<file path="config.mk">
export PLATFORM = sky130hd
export DESIGN_NAME = base_ram_arbiter_flat
export DESIGN_NICKNAME = d
export VERILOG_FILES = /design/src/rtl/base_ram_pkg.sv /design/src/rtl/base_ram_arbiter_if.sv /design/src/rtl/rr_arbiter2.sv /design/src/rtl/base_ram_arbiter.sv /design/src/flat_wrapper.sv
export SDC_FILE = /design/constraint.sdc
export NUM_CORES = 1
export LEC_CHECK = 0
export BUFFER_PORTS_ARGS = -buffer_cell sky130_fd_sc_hd__buf_2
export CAP_MARGIN = 40
export CELL_PAD_IN_SITES_DETAIL_PLACEMENT = 1
export CELL_PAD_IN_SITES_GLOBAL_PLACEMENT = 2
export CORE_AREA = 2 2 112 169
export CTS_CLUSTER_DIAMETER = 150
export DETAILED_ROUTE_END_ITERATION = 8
export DIE_AREA = 0 0 114 171
export PLACE_DENSITY_LB_ADDON = 0.1
export SLEW_MARGIN = 20
export SYNTH_ARGS = -nofsm -noshare
export SYNTH_HDL_FRONTEND = slang
export SYNTH_SLANG_ARGS = --single-unit
</file>
<file path="constraint.sdc">
create_clock -name clk -period 1.6 [get_ports clk]
set_input_delay 0.32 -clock clk [delete_from_list [all_inputs] [get_ports clk]]
set_output_delay 0.32 -clock clk [all_outputs]
set_load 0.02 [all_outputs]
</file>
<file path="src/rtl/base_ram_pkg.sv">
// Shared types and constants for the base RAM arbiter: FSM states,
// bus widths and the requester id (0 = CPU, 1 = UART loader).
package base_ram_pkg;

    localparam int ADDR_W = 20;
    localparam int DATA_W = 32;
    localparam int WAIT_W = 4;

    typedef logic req_id_t;

    localparam req_id_t REQ_0 = 1'b0;
    localparam req_id_t REQ_1 = 1'b1;

    typedef enum logic [2:0] {
        IDLE     = 3'd0,
        RD       = 3'd1,
        WR_SETUP = 3'd2,
        WR_PULSE = 3'd3,
        WR_HOLD  = 3'd4,
        DONE     = 3'd5
    } state_t;

endpackage

</file>
<file path="src/rtl/base_ram_arbiter_if.sv">
// Requester handshake and split-tristate SRAM bus of the base RAM arbiter.
// slave: the arbiter itself; master: requesters plus the SRAM data return.
import base_ram_pkg::*;

interface base_ram_arbiter_if;
    logic              req0;
    logic              req1;
    logic              we0;
    logic              we1;
    logic [ADDR_W-1:0] addr0;
    logic [ADDR_W-1:0] addr1;
    logic [DATA_W-1:0] wdata0;
    logic [DATA_W-1:0] wdata1;
    logic              done0;
    logic              done1;
    logic [DATA_W-1:0] rdata;
    logic              busy;
    logic [ADDR_W-1:0] base_ram_addr;
    logic [DATA_W-1:0] base_ram_dq_o;
    logic              base_ram_dq_oe;
    logic [DATA_W-1:0] base_ram_dq_i;
    logic              base_ram_ce_n;
    logic              base_ram_oe_n;
    logic              base_ram_we_n;

    modport slave (
        input  req0, req1, we0, we1, addr0, addr1, wdata0, wdata1, base_ram_dq_i,
        output done0, done1, rdata, busy, base_ram_addr, base_ram_dq_o,
               base_ram_dq_oe, base_ram_ce_n, base_ram_oe_n, base_ram_we_n
    );

    modport master (
        output req0, req1, we0, we1, addr0, addr1, wdata0, wdata1, base_ram_dq_i,
        input  done0, done1, rdata, busy, base_ram_addr, base_ram_dq_o,
               base_ram_dq_oe, base_ram_ce_n, base_ram_oe_n, base_ram_we_n
    );
endinterface

</file>
<file path="src/rtl/rr_arbiter2.sv">
// Two-way request arbiter.
// BASE_RAM_RR_EN defined  : round-robin, a conflict goes to the requester
//                           that was not served last.
// BASE_RAM_RR_EN undefined: fixed priority, requester 0 always wins and
//                           the last-grant input is ignored.
import base_ram_pkg::*;

module rr_arbiter2 (
    input  logic    req0,
    input  logic    req1,
    input  req_id_t last,
    output req_id_t grant_id,
    output logic    grant_valid
);
    assign grant_valid = req0 | req1;

`ifdef BASE_RAM_RR_EN
    assign grant_id = (req0 && req1) ? req_id_t'(~last) : (req1 ? REQ_1 : REQ_0);
`else
    logic unused_last;
    assign unused_last = last;
    assign grant_id    = req0 ? REQ_0 : (req1 ? REQ_1 : REQ_0);
`endif

endmodule

</file>
<file path="src/rtl/base_ram_arbiter.sv">
// Shares one asynchronous SRAM between two requesters. Each access is
// latched in IDLE, run through a read or setup/pulse/hold write sequence
// with WAIT_CYCLES extra strobe cycles, and finished by a one-cycle done
// pulse to its owner. All SRAM-side outputs come straight from flops.
// Arbitration policy is selected by the BASE_RAM_RR_EN macro (see rr_arbiter2).
import base_ram_pkg::*;

module base_ram_arbiter #(
    parameter int WAIT_CYCLES = 1
) (
    input  logic              clk,
    input  logic              rst,
    base_ram_arbiter_if.slave bus
);
    localparam logic [WAIT_W-1:0] WAIT_LOAD = WAIT_W'(WAIT_CYCLES);

    state_t             state_reg, state_next;
    logic [WAIT_W-1:0]  wait_reg, wait_next;
    req_id_t            owner_reg, owner_next;
    req_id_t            last_reg, last_next;
    logic [ADDR_W-1:0]  addr_reg, addr_next;
    logic [DATA_W-1:0]  wdata_reg, wdata_next;
    logic [DATA_W-1:0]  rdata_reg;
    logic               ce_n_reg, oe_n_reg, we_n_reg, dq_oe_reg;
    logic               ce_n_next, oe_n_next, we_n_next, dq_oe_next;
    logic               done0_reg, done1_reg, done0_next, done1_next;
    req_id_t            grant_id;
    logic               grant_valid;
    logic               grant_we;

    rr_arbiter2 u_arb (
        .req0        (bus.req0),
        .req1        (bus.req1),
        .last        (last_reg),
        .grant_id    (grant_id),
        .grant_valid (grant_valid)
    );

    assign grant_we = (grant_id == REQ_1) ? bus.we1 : bus.we0;

    // Next-state logic and request capture
    always_comb begin
        state_next = state_reg;
        wait_next  = wait_reg;
        owner_next = owner_reg;
        last_next  = last_reg;
        addr_next  = addr_reg;
        wdata_next = wdata_reg;
        case (state_reg)
            IDLE: begin
                if (grant_valid) begin
                    owner_next = grant_id;
                    last_next  = grant_id;
                    addr_next  = (grant_id == REQ_1) ? bus.addr1  : bus.addr0;
                    wdata_next = (grant_id == REQ_1) ? bus.wdata1 : bus.wdata0;
                    if (grant_we) begin
                        state_next = WR_SETUP;
                    end else begin
                        state_next = RD;
                        wait_next  = WAIT_LOAD;
                    end
                end
            end
            RD: begin
                if (wait_reg == '0) state_next = DONE;
                else                wait_next  = wait_reg - 1'b1;
            end
            WR_SETUP: begin
                state_next = WR_PULSE;
                wait_next  = WAIT_LOAD;
            end
            WR_PULSE: begin
                if (wait_reg == '0) state_next = WR_HOLD;
                else                wait_next  = wait_reg - 1'b1;
            end
            WR_HOLD: state_next = DONE;
            DONE:    state_next = IDLE;
            default: state_next = IDLE;
        endcase
    end

    // Strobe and done values for the state being entered, so the flops hold them during it
    always_comb begin
        ce_n_next  = 1'b1;
        oe_n_next  = 1'b1;
        we_n_next  = 1'b1;
        dq_oe_next = 1'b0;
        case (state_next)
            RD: begin
                ce_n_next = 1'b0;
                oe_n_next = 1'b0;
            end
            WR_SETUP, WR_HOLD: begin
                ce_n_next  = 1'b0;
                dq_oe_next = 1'b1;
            end
            WR_PULSE: begin
                ce_n_next  = 1'b0;
                we_n_next  = 1'b0;
                dq_oe_next = 1'b1;
            end
            default: ;
        endcase
        done0_next = (state_next == DONE) && (owner_next == REQ_0);
        done1_next = (state_next == DONE) && (owner_next == REQ_1);
    end

    // FSM state, wait counter and latched access context
    always_ff @(posedge clk or negedge rst) begin
        if (!rst) begin
            state_reg <= IDLE;
            wait_reg  <= '0;
            owner_reg <= REQ_0;
            last_reg  <= REQ_1;
            addr_reg  <= '0;
            wdata_reg <= '0;
        end else begin
            state_reg <= state_next;
            wait_reg  <= wait_next;
            owner_reg <= owner_next;
            last_reg  <= last_next;
            addr_reg  <= addr_next;
            wdata_reg <= wdata_next;
        end
    end

    // Registered SRAM strobes and done pulses; reset drops the strobes at once
    always_ff @(posedge clk or negedge rst) begin
        if (!rst) begin
            ce_n_reg  <= 1'b1;
            oe_n_reg  <= 1'b1;
            we_n_reg  <= 1'b1;
            dq_oe_reg <= 1'b0;
            done0_reg <= 1'b0;
            done1_reg <= 1'b0;
        end else begin
            ce_n_reg  <= ce_n_next;
            oe_n_reg  <= oe_n_next;
            we_n_reg  <= we_n_next;
            dq_oe_reg <= dq_oe_next;
            done0_reg <= done0_next;
            done1_reg <= done1_next;
        end
    end

    // Capture SRAM read data on the edge that leaves RD, hold it otherwise
    always_ff @(posedge clk or negedge rst) begin
        if (!rst) begin
            rdata_reg <= '0;
        end else if (state_reg == RD && state_next == DONE) begin
            rdata_reg <= bus.base_ram_dq_i;
        end
    end

    assign bus.base_ram_addr  = addr_reg;
    assign bus.base_ram_dq_o  = wdata_reg;
    assign bus.base_ram_dq_oe = dq_oe_reg;
    assign bus.base_ram_ce_n  = ce_n_reg;
    assign bus.base_ram_oe_n  = oe_n_reg;
    assign bus.base_ram_we_n  = we_n_reg;
    assign bus.done0          = done0_reg;
    assign bus.done1          = done1_reg;
    assign bus.rdata          = rdata_reg;
    assign bus.busy           = (state_reg != IDLE);

endmodule

</file>
<file path="src/flat_wrapper.sv">
// flat-port wrapper written by rule: the top's interface ports become plain ports
module base_ram_arbiter_flat 
#(
    parameter int WAIT_CYCLES = 1
)
  (clk, rst, bus_req0, bus_req1, bus_we0, bus_we1, bus_addr0, bus_addr1, bus_wdata0, bus_wdata1, bus_base_ram_dq_i, bus_done0, bus_done1, bus_rdata, bus_busy, bus_base_ram_addr, bus_base_ram_dq_o, bus_base_ram_dq_oe, bus_base_ram_ce_n, bus_base_ram_oe_n, bus_base_ram_we_n);
  base_ram_arbiter_if bus_i ();
  input  logic clk;
  input  logic rst;
  input wire logic [$bits(bus_i.req0)-1:0] bus_req0;
  input wire logic [$bits(bus_i.req1)-1:0] bus_req1;
  input wire logic [$bits(bus_i.we0)-1:0] bus_we0;
  input wire logic [$bits(bus_i.we1)-1:0] bus_we1;
  input wire logic [$bits(bus_i.addr0)-1:0] bus_addr0;
  input wire logic [$bits(bus_i.addr1)-1:0] bus_addr1;
  input wire logic [$bits(bus_i.wdata0)-1:0] bus_wdata0;
  input wire logic [$bits(bus_i.wdata1)-1:0] bus_wdata1;
  input wire logic [$bits(bus_i.base_ram_dq_i)-1:0] bus_base_ram_dq_i;
  output wire logic [$bits(bus_i.done0)-1:0] bus_done0;
  output wire logic [$bits(bus_i.done1)-1:0] bus_done1;
  output wire logic [$bits(bus_i.rdata)-1:0] bus_rdata;
  output wire logic [$bits(bus_i.busy)-1:0] bus_busy;
  output wire logic [$bits(bus_i.base_ram_addr)-1:0] bus_base_ram_addr;
  output wire logic [$bits(bus_i.base_ram_dq_o)-1:0] bus_base_ram_dq_o;
  output wire logic [$bits(bus_i.base_ram_dq_oe)-1:0] bus_base_ram_dq_oe;
  output wire logic [$bits(bus_i.base_ram_ce_n)-1:0] bus_base_ram_ce_n;
  output wire logic [$bits(bus_i.base_ram_oe_n)-1:0] bus_base_ram_oe_n;
  output wire logic [$bits(bus_i.base_ram_we_n)-1:0] bus_base_ram_we_n;
  assign bus_i.req0 = bus_req0;
  assign bus_i.req1 = bus_req1;
  assign bus_i.we0 = bus_we0;
  assign bus_i.we1 = bus_we1;
  assign bus_i.addr0 = bus_addr0;
  assign bus_i.addr1 = bus_addr1;
  assign bus_i.wdata0 = bus_wdata0;
  assign bus_i.wdata1 = bus_wdata1;
  assign bus_i.base_ram_dq_i = bus_base_ram_dq_i;
  assign bus_done0 = bus_i.done0;
  assign bus_done1 = bus_i.done1;
  assign bus_rdata = bus_i.rdata;
  assign bus_busy = bus_i.busy;
  assign bus_base_ram_addr = bus_i.base_ram_addr;
  assign bus_base_ram_dq_o = bus_i.base_ram_dq_o;
  assign bus_base_ram_dq_oe = bus_i.base_ram_dq_oe;
  assign bus_base_ram_ce_n = bus_i.base_ram_ce_n;
  assign bus_base_ram_oe_n = bus_i.base_ram_oe_n;
  assign bus_base_ram_we_n = bus_i.base_ram_we_n;
  base_ram_arbiter #(.WAIT_CYCLES(WAIT_CYCLES)) u_core (.clk(clk), .rst(rst), .bus(bus_i));
endmodule
</file>
==> results of run 1 <==
## layer usage
layer | share of wire, % | vias up | wire [um]
li1 | - | 1734 | -
met1 | 39 | 1638 | 4872
met2 | 53 | 142 | 6704
met3 | 6.7 | 13 | 850
met4 | 1.6 | 0 | 197
met5 | 0 | - | 0
## cell usage in the layout (no fill, tap or decap), types with 2 or more instances in the layout
| cell type | Yosys | final |
|---|---|---|
| o21ai_0 | 52 | 52 |
| dfstp_2 | 3 | 3 |
| mux2_2 | 32 | 32 |
| nor2_2 | 1 | 2 |
| dfrtp_1 | 95 | 92 |
| inv_1 | 8 | 5 |
| clkbuf_16 | 0 | 10 |
| nor2_1 | 6 | 5 |
| buf_4 | 6 | 15 |
| inv_2 | 0 | 3 |
| bufinv_16 | 0 | 2 |
| o21ai_1 | 4 | 4 |
| a31oi_1 | 3 | 3 |
| buf_12 | 0 | 7 |
| buf_2 | 5 | 230 |
| dfrtp_2 | 0 | 3 |
| nand2_1 | 56 | 56 |
| buf_6 | 4 | 2 |
| a21oi_1 | 5 | 5 |
| inv_6 | 0 | 2 |
| mux2i_1 | 53 | 53 |
| clkinv_2 | 0 | 2 |
## synth_stat cells
master and instances:
a211oi_1 1, a21oi_1 5, a221o_1 1, a311oi_4 1, a31o_2 1, a31oi_1 3
and4bb_4 1, buf_2 5, buf_4 6, buf_6 4, clkbuf_1 7, dfrtp_1 95
dfstp_2 3, ha_1 1, inv_1 8, mux2_2 32, mux2i_1 53, nand2_1 56
nand2_4 1, nand2b_1 2, nand3b_1 1, nor2_1 6, nor2_2 1, nor3_1 1
nor3_2 1, nor4b_1 1, o21ai_0 52, o21ai_1 4, o21ai_2 1, o22ai_1 1
o41ai_1 1, or3b_4 1, xnor2_1 1
## path summary, 6_finish.rpt
check / start / to / slack, ps / cells after the start
setup / recovery: u_core.state_reg[1] / bus_busy / 30 / 4
hold / removal: bus_base_ram_dq_i[29] / u_core.bus.rdata[29] / 200 / 2
min in group asynchronous: rst / u_core.bus.rdata[13] / 350 / 2
max in group asynchronous: rst / u_core.bus.base_ram_we_n / 690 / 3
hold reg to reg: u_core.bus.base_ram_dq_o[5] / u_core.bus.base_ram_dq_o[5] / 470 / 2
setup reg to reg: u_core.wait_reg[0] / u_core.bus.rdata[31] / 30 / 6
## power by group
part	leakage (uW)	internal [uW]	total (uW)	switching, uW
Sequential	0.00118	3730	4310	588
Combinational	0.00201	2300	5760	3470
Clock	0.000162	1390	2380	994
## cell type report
type,count,area [um^2],share of cell area (%)
clock buffer,9,225.2,3.596
multi-input combinational,230,1684,26.89
timing repair buffer,257,1489,23.78
clock inverter,7,98.84,1.578
sequential,98,2460,39.28
inverter,8,30.03,0.4795
tap,220,275.3,4.396
## through the flow
stage | hold slack [ps] | setup TNS, ps
floorplan | 24.41 | 0
global placement | 161.8 | 0
detailed placement | 164.9 | -0.1205
CTS | 177.9 | -55.68
global route | 182.5 | -389.6
finish | 197.2 | 0
## cells by family (layout without fill, tap and decap cells)
family,after synthesis,in the layout
DFF,98,98
muxes,85,85
and+or+nand+nor,72,72
AOI/OAI and AO/OA,71,71
buffers and inverters,30,281
adders and majority gates,1,1
xor gates and xnor gates,1,1
## what timing repair did
item | CTS | global route
hold buffers | 1 | 0
endpoints found under the hold margin | 7 | 0
resized for setup | 6 | 10
cloned | 1 | 1
pin swaps | 1 | 1
setup endpoints to repair | 20 | 35
buffers inserted | 4 | 2
==> results.ini, run 1 <==
[clocking]
cts_inserted_buffers=9
htreeDepth=3
cts_buffer_depth=2
cts.clk_slew.worst_paths_ps=70
cts_tree=built
clock_tree.root_cell=clkbuf_16
clock_latency_ps=350
cts.sinks=98

[detailed_routing]
drc=0
drt-pass1-iter-count=4
vias_per_cell=4.255
wl_um=12620
drt_iter0_drc=60
wl_per_cell_um=15.23
drt.antenna.violating_nets=0
route.vias.total=3527

[floorplanning]
fp.coreArea_um2=18160
fp.dieW_um=114
die_area_um2=19490
die_y_um=171
start_util_pct=23.46
num_io_pins=233
rows=61

[synth]
ys_ff_latch=98
syn_area_per_cell_um2=11.90
synth_warnings=0
synth_top_family_by_area=multiplexers
synth.area.mux_share_pct=20.90
synthAdderAreaFrac_pct=0.2936
synth-simple-area-share_pct=7.546
ys_types=33
synth.yosys.seq_area_share_pct=57.63
synth-xor-area-share_pct=0.2055
yosys-top-cells-area=dfrtp_1, mux2i_1, mux2_2
syn_nets=501
netlist_instances=358
synth-compound-area-share_pct=9.395
syn_area_um2=4262
yosysTopAreaCell=dfrtp_1
synth_top_area_share_pct=55.78

[global_route]
grt_pass1_wl_um=19540
track_usage_pct=12.98
grtUsageMet3_pct=3.684
grt_use_met1_pct=14.62
antenna_found_initial=0
met2_usage_pct=23.11
grt_max_degree=73
grt_overflow=0
grt_pass1_vias=3774
busiest_layer=met2

[setup_path]
path_buf_inv=3
critPathMaxStageDelay_ps=430
cp_cell_sequence=nor3_4, buf_6, inv_2, buf_6
cp_max_fo=3
critPathTopFamily=flip-flops
cp_slowest_cell=dfrtp_2
crit_top_cell=buf_6
arrival_ps=1250
path_class=flop to output pin
end_kind=output pin
start_kind=flop
worstPathRequired_ps=1280

[timing]
skew_ps=7.778
finalCriticalPeriod_ps=1568
grt_setup_unrepaired=true
report.final.hold_viol_count=0
tightest_slew_ps=347.3
max_freq_ghz=0.6379
finalSetupViolCount=0
max-slew-margin-rel_pct=76.76
slew_violations=0
period_share_pct=97.98
setup_ws_ps=32.31

[final_layout]
design_area_um2=6262
finish.utilization_pct=34.47
nNetsFinal=747
antenna_cells=0
layout-drive-gt1-share_pct=53.37
area_growth_pct=46.95
nFillCells=2105
stdcell_count=829

[power_and_ir_drop]
leakagePower_uw=0.003357
ir_drop_v=0.0004836
p_total_uw=12460
p_per_area_nw_per_um2=1990

[placement]
dpl.cell_count=804
portBuffers=232
dpl.hpwl_um=9579
dp_worst_setup_slack_ps=-0.1205
place_congestion=0.7291
place_area_um2=5782

[hold_path]
hp-class=input port to flop

[run_status]
outcome=complete, no violations

[job]
max_cap_violations=0

Note: power is estimated with default switching activity, not from simulation.
==> run 2: changes to the inputs <==
==> constraint.sdc (replaced) <==
create_clock -name clk -period 1.6 [get_ports clk]
set_input_delay 0 -clock clk [delete_from_list [all_inputs] [get_ports clk]]
set_output_delay 0 -clock clk [all_outputs]
set_load 0.02 [all_outputs]
==> run 2 against run 1 <==
- the run now ends with negative hold slack left
- sequential power about the same
- final cell count is 16% higher
- via count increased by 16%
- non-clock buffer count up 130
- clock skew is 3.5 ps higher
- combinational power grew 3%
- hold slack got worse by 200 ps
- clock-buffer cell count unchanged
- final area rose by 20%
- register-to-register slack got worse by 20 ps
- routed wire length grew 8.8%
- critical path type is now flop to flop
==> results.ini, run 2 (same netlist as run 1, synthesis figures left out) <==
[floorplanning]
die_area_um2=19490  ; unchanged
num_io_pins=233  ; unchanged
fp.dieW_um=114  ; unchanged
fp.coreArea_um2=18160  ; unchanged
start_util_pct=23.46  ; unchanged
die_y_um=171  ; unchanged
rows=61  ; unchanged

[detailed_routing]
wl_um=13730  ; was 12620 um
route.vias.total=4099  ; was 3527
drt_iter0_drc=81  ; was 60
drt.antenna.violating_nets=0  ; unchanged
wl_per_cell_um=14.32  ; was 15.23 um
vias_per_cell=4.274  ; was 4.255
drc=0  ; unchanged
drt-pass1-iter-count=4  ; unchanged

[clocking]
cts_inserted_buffers=9  ; unchanged
cts.sinks=98  ; unchanged
cts.clk_slew.worst_paths_ps=70  ; about the same
cts_buffer_depth=2  ; unchanged
cts_tree=built  ; unchanged
htreeDepth=3  ; unchanged
clock_latency_ps=350  ; about the same
clock_tree.root_cell=clkbuf_16  ; unchanged

[timing]
setup_ws_ps=14.88  ; was 32.31 ps
skew_ps=11.28  ; was 7.778 ps
slew_violations=0  ; unchanged
max-slew-margin-rel_pct=69.09  ; was 76.76%
grt_setup_unrepaired=true  ; unchanged
report.final.hold_viol_count=1  ; was 0
holdWs_ps=-3.374  ; was 197.2 ps
tightest_slew_ps=463.7  ; was 347.3 ps
period_share_pct=99.07  ; was 97.98%
finalCriticalPeriod_ps=1585  ; was 1568 ps
max_freq_ghz=0.6309  ; was 0.6379 GHz
fin_setup_tns_ps=0  ; unchanged
finalSetupViolCount=0  ; unchanged

[power_and_ir_drop]
leakagePower_uw=0.003867  ; was 0.003357 uW
combPwrFrac_pct=48.0  ; was 46.3%
switchingPower_uw=5109  ; was 5051 uW
switching_share_pct=41.30  ; was 40.54%
ir_drop_v=0.0005492  ; was 0.0004836 V
p_total_uw=12370  ; was 12460 uW
seqPwrFrac_pct=35.1  ; was 34.6%
clkPwrFrac_pct=16.9  ; was 19.1%
p_int_uw=7261  ; was 7409 uW
p_per_area_nw_per_um2=1647  ; was 1990 nW/um^2

[setup_path]
cp_cell_sequence=inv_2, ha_4, and4bb_4, nand2_8, clkbuf_16, mux2_2  ; was nor3_4, buf_6, inv_2, buf_6
cp_slowest_cell=dfrtp_1  ; was dfrtp_2
worstReg2RegStart=u_core.wait_reg[1]  ; was u_core.wait_reg[0]
cp_max_fo=7  ; was 3
critPathMaxStageDelay_ps=390  ; was 430 ps
startpoint=u_core.wait_reg[1]  ; was u_core.state_reg[1]
path_class=flop to flop  ; was flop to output pin
rr_worst_depth=6  ; unchanged
reg2reg_slack_ps=10  ; was 30 ps
end_kind=flop  ; was output pin
endpoint=u_core.bus.rdata[15]  ; was bus_busy
r2r-end=u_core.bus.rdata[15]  ; was u_core.bus.rdata[31]
worstPathRequired_ps=1820  ; was 1280 ps
arrival_ps=1810  ; was 1250 ps
start_kind=flop  ; unchanged

[global_route]
grt_max_degree=69  ; was 73
grt_overflow=0  ; unchanged
grt_pass1_wl_um=21670  ; was 19540 um
track_usage_pct=14.10  ; was 12.98%
grt_pass1_vias=4450  ; was 3774
antenna_found_initial=0  ; unchanged

[final_layout]
multi_input_area_um2=1675  ; was 1684 um^2
layout_common_cells=buf_2, dlygate4sd3_1, dfrtp_1  ; was buf_2, dfrtp_1, nand2_1
layout-drive-gt1-share_pct=43.03  ; was 53.37%
antenna_cells=0  ; unchanged
layout_commonest_cell=buf_2  ; unchanged
nFillCells=2048  ; was 2105
area_growth_pct=76.19  ; was 46.95%
regArea_um2=2456  ; was 2460 um^2
nNetsFinal=877  ; was 747

[placement]
place_congestion=0.7566  ; was 0.7291
dpl.hpwl_um=9643  ; was 9579 um
dp_worst_setup_slack_ps=26.69  ; was -0.1205 ps
portBuffers=232  ; unchanged

[hold_path]
hp-class=input port to flop  ; unchanged

[run_status]
violations=negative hold slack
outcome=finished with violations  ; was complete, no violations

[job]
max_cap_violations=0  ; unchanged

[run 2: metal layers]
metal  up-vias  GRT usage (%)  part of all wire [%]
met5         -              0                     0
met4         0          4.931                   1.8
met3        12          3.578                   5.9
met2       144          26.71                    55
met1      1950          14.88                    37
li1       1993              -                     -
[run 2: what timing repair did]
item / in CTS / in global routing
buffers inserted: 0 / 2
hold buffers: 132 / 1
setup endpoints to repair: 0 / 46
endpoints found under the hold margin: 111 / 1
gates resized for setup: 0 / 6
[run 2: power groups by stage]
stage	clock network, uW	logic (uW)	registers (uW)
2_1_floorplan	0	2040	5730
3_3_place_gp	0	5490	4340
3_5_place_dp	0	5590	4380
4_1_cts	2210	5870	4350
5_1_grt	2310	6540	4520
6_report	2090	5940	4340
[run 2: stage by stage]
step	instance area, um^2	utilization [%]	cells
finish	7508	41.33	959
global route	7508	41.33	959
CTS	7396	40.72	953
floorplan	4262	-	358
detailed placement	5789	31.87	805
global placement	5789	31.87	805
[run 2: worst min path at each step]
stage,start,endpoint,slack [ps],cells after the start
after floorplan,rst,u_core.bus.base_ram_addr[0],-300,0
after global placement,rst,u_core.bus.base_ram_dq_oe,2,1
after detailed placement,rst,u_core.bus.base_ram_dq_oe,5,1
after CTS,bus_addr1[1],u_core.bus.base_ram_addr[1],3,3
after global routing,bus_addr1[1],u_core.bus.base_ram_addr[1],20,3
final,bus_addr1[1],u_core.bus.base_ram_addr[1],-3,3
[run 2: critical path, delay by kind of cell, from the launching register on]
| kind | cells | cell delay (ps) |
|---|---|---|
| adder cells (fa/ha/maj) | 1 | 130 |
| buffers and inverters | 2 | 270 |
| flip-flops | 1 | 390 |
| multiplexers | 1 | 260 |
| AND/OR/NAND/NOR | 2 | 400 |
[run 2: cell type report]
| type | count | area share (%) |
|---|---|---|
| multi-input cells | 230 | 22.31 |
| clock buffers | 9 | 3.000 |
| flip-flops and latches | 98 | 32.71 |
| well taps | 220 | 3.666 |
| repair buffers | 387 | 37.11 |
| inverters | 8 | 0.3999 |
| clock inverters | 7 | 0.7999 |
==> run 3: changes to the inputs <==
--- a/config.mk
+++ b/config.mk
@@ -13,6 +13,7 @@
 export CTS_CLUSTER_DIAMETER = 150
 export DETAILED_ROUTE_END_ITERATION = 8
 export DIE_AREA = 0 0 114 171
+export GPL_TIMING_DRIVEN = 0
 export PLACE_DENSITY_LB_ADDON = 0.1
 export SLEW_MARGIN = 20
 export SYNTH_ARGS = -nofsm -noshare
==> run 3 against run 2 <==
- routed wire length is 12% higher
- final cell count is 2.0% higher
- clock-buffer cell count stayed put
- clock skew is 6.1 ps lower
- global-route usage is 1.6 points higher
- register-to-register slack worse by 20 ps
- critical path depth is 1 higher
- the flow finishes with violations (negative setup slack)
- sequential power is 1% lower
- highest routed layer unchanged
- fmax is 1.2% lower
==> results.ini, run 3 (same netlist as run 1, synthesis figures left out) <==
[run_status]
outcome=finished with violations  ; unchanged
violations=negative setup slack  ; was negative hold slack

[setup_path]
cp_cell_sequence=inv_2, ha_4, and4bb_4, buf_6, a311oi_4, buf_4, nand2_2  ; was inv_2, ha_4, and4bb_4, nand2_8, clkbuf_16, mux2_2
arrival_ps=1890  ; was 1810 ps
worstReg2RegStart=u_core.wait_reg[1]  ; unchanged
startpoint=u_core.wait_reg[1]  ; unchanged
cp_max_fo=5  ; was 7
cp_slowest_cell=dfrtp_1  ; unchanged
critPathMaxStageDelay_ps=370  ; was 390 ps
rr_worst_depth=7  ; was 6
start_kind=flop  ; unchanged
r2r-end=u_core.bus.base_ram_oe_n  ; was u_core.bus.rdata[15]
endpoint=u_core.bus.base_ram_oe_n  ; was u_core.bus.rdata[15]
critPathTopFamily=flip-flops  ; was simple AND/OR/NAND/NOR gates
worstPathRequired_ps=1880  ; was 1820 ps
end_kind=flop  ; unchanged
path_class=flop to flop  ; unchanged
reg2reg_slack_ps=-5  ; was 10 ps
cp.depth=7  ; was 6
path_buf_inv=3  ; was 2

[floorplanning]
fp.dieW_um=114  ; unchanged
num_io_pins=233  ; unchanged
start_util_pct=23.46  ; unchanged
fp.coreArea_um2=18160  ; unchanged
die_y_um=171  ; unchanged
rows=61  ; unchanged
die_area_um2=19490  ; unchanged

[global_route]
met2_usage_pct=29.99  ; was 26.71%
grtUsageMet3_pct=4.463  ; was 3.578%
grt_max_degree=56  ; was 69
grt_use_met1_pct=15.97  ; was 14.88%
track_usage_pct=15.67  ; was 14.10%
busiest_layer=met2  ; unchanged
grt_overflow=0  ; unchanged
antenna_found_initial=0  ; unchanged
grt_pass1_wl_um=23630  ; was 21670 um
grt_pass1_vias=4707  ; was 4450

[power_and_ir_drop]
switching_share_pct=40.94  ; was 41.30%
combPwrFrac_pct=49.2  ; was 48.0%
leakagePower_uw=0.003940  ; was 0.003867 uW
clkPwrFrac_pct=17.2  ; was 16.9%
p_per_area_nw_per_um2=1674  ; was 1647 nW/um^2
ir_drop_v=0.0005556  ; was 0.0005492 V
p_int_uw=7548  ; was 7261 uW
seqPwrFrac_pct=33.6  ; was 35.1%
p_total_uw=12780  ; was 12370 uW
switchingPower_uw=5232  ; was 5109 uW

[detailed_routing]
route.vias.total=4228  ; was 4099
wl_per_cell_um=15.74  ; was 14.32 um
wl_um=15400  ; was 13730 um
drc=0  ; unchanged
drt_iter0_drc=104  ; was 81
drt.antenna.violating_nets=0  ; unchanged
drt-pass1-iter-count=4  ; unchanged
vias_per_cell=4.323  ; was 4.274

[final_layout]
finish.utilization_pct=42.04  ; was 41.33%
layout-drive-gt1-share_pct=44.20  ; was 43.03%
antenna_cells=0  ; unchanged
nNetsFinal=896  ; was 877
layout_common_cells=buf_2, dlygate4sd3_1, dfrtp_1  ; unchanged
area_growth_pct=79.18  ; was 76.19%
design_area_um2=7636  ; was 7508 um^2
layout_commonest_cell=buf_2  ; unchanged

[timing]
finalSetupViolCount=2  ; was 0
slew_violations=0  ; unchanged
finalCriticalPeriod_ps=1605  ; was 1585 ps
tightest_slew_ps=469.2  ; was 463.7 ps
fin_setup_tns_ps=-5.173  ; was 0 ps
skew_ps=5.220  ; was 11.28 ps
max-slew-margin-rel_pct=68.72  ; was 69.09%
report.final.hold_viol_count=0  ; was 1
setup_ws_ps=-4.829  ; was 14.88 ps
period_share_pct=100.3  ; was 99.07%
grt_setup_unrepaired=true  ; unchanged
max_freq_ghz=0.6231  ; was 0.6309 GHz

[clocking]
htreeDepth=3  ; unchanged
cts_inserted_buffers=9  ; unchanged
clock_latency_ps=350  ; about the same
cts.sinks=98  ; unchanged
cts.clk_slew.worst_paths_ps=70  ; about the same
clock_tree.root_cell=clkbuf_16  ; unchanged
cts_tree=built  ; unchanged
cts_buffer_depth=2  ; unchanged

[placement]
portBuffers=232  ; unchanged
dpl.hpwl_um=10180  ; was 9643 um
place_area_um2=5732  ; was 5789 um^2
dp_worst_setup_slack_ps=-205.5  ; was 26.69 ps
place_congestion=0.7086  ; was 0.7566

[job]
max_cap_violations=0  ; unchanged

[hold_path]
whs_path_depth=3  ; unchanged
hp-class=input port to flop  ; unchanged

-- run 3: changes by cell type in the layout (fill, tap and decap cells not counted), moves of 3 or more --
cell      before  now
buf_12         7    0
nor2_1         6    3
nor2_2         1    4
o21ai_1        4   15
o21ai_0       52   41
clkinv_2       0    3
clkbuf_2       0    4
buf_6          1    4
buf_8          0    3
buf_4         13   21
-- run 3: how the worst min path moves through the flow --
stage | startpoint | to
floorplan | rst | u_core.bus.base_ram_addr[0]
global placement | bus_base_ram_dq_i[28] | u_core.bus.rdata[28]
detailed placement | rst | u_core.bus.rdata[13]
CTS | bus_wdata0[24] | u_core.bus.base_ram_dq_o[24]
global route | bus_wdata0[24] | u_core.bus.base_ram_dq_o[24]
finish | bus_wdata0[24] | u_core.bus.base_ram_dq_o[24]
-- run 3: cell type report --
cell class / instances / area (um^2)
tap: 220 / 275.3
clock buffer: 9 / 225.2
timing repair buffer: 385 / 2730
buffer: 21 / 170.2
inverter: 8 / 30.03
clock inverter: 7 / 70.07
sequential: 98 / 2456
multi-input combinational: 230 / 1679
fill: 2040 / 10530
-- run 3: timing repair --
item,CTS,global route
hold endpoints to repair,127,0
gates cloned,1,3
endpoints found under the setup margin,87,74
setup buffers,9,4
hold buffers,135,0
gates resized for setup,13,31
pin swaps,2,4
-- run 3: metal layers --
layer	routed length (um)	vias to the layer above
li1	-	2033
met3	912	20
met2	8589	152
met4	299	0
met1	5597	2023
met5	0	-
-- run 3: worst reg2reg max path, delay by kind of cell (launching register included) --
family                     cells  cell delay, ps
and+or+nand+nor                2             260
adders and majority gates      1             170
DFF                            1             370
buffers and inverters          3             370
AOI/OAI and AO/OA              1             370
-- run 3: power by group through the flow --
stage / sequential [uW] / combinational [uW] / clock [uW]
2_1_floorplan: 5730 / 2040 / 0
3_3_place_gp: 4290 / 5500 / 0
3_5_place_dp: 4350 / 5590 / 0
4_1_cts: 4310 / 6140 / 2300
5_1_grt: 4470 / 6920 / 2390
6_report: 4290 / 6290 / 2190
-- run 3: stage by stage --
stage | instances | hold WS (ps)
after CTS | 972 | 6.549
after global routing | 978 | 35.62
after floorplan | 358 | -295.6
final | 978 | 25.82
after detailed placement | 811 | -28.74
after global placement | 810 | 233.3
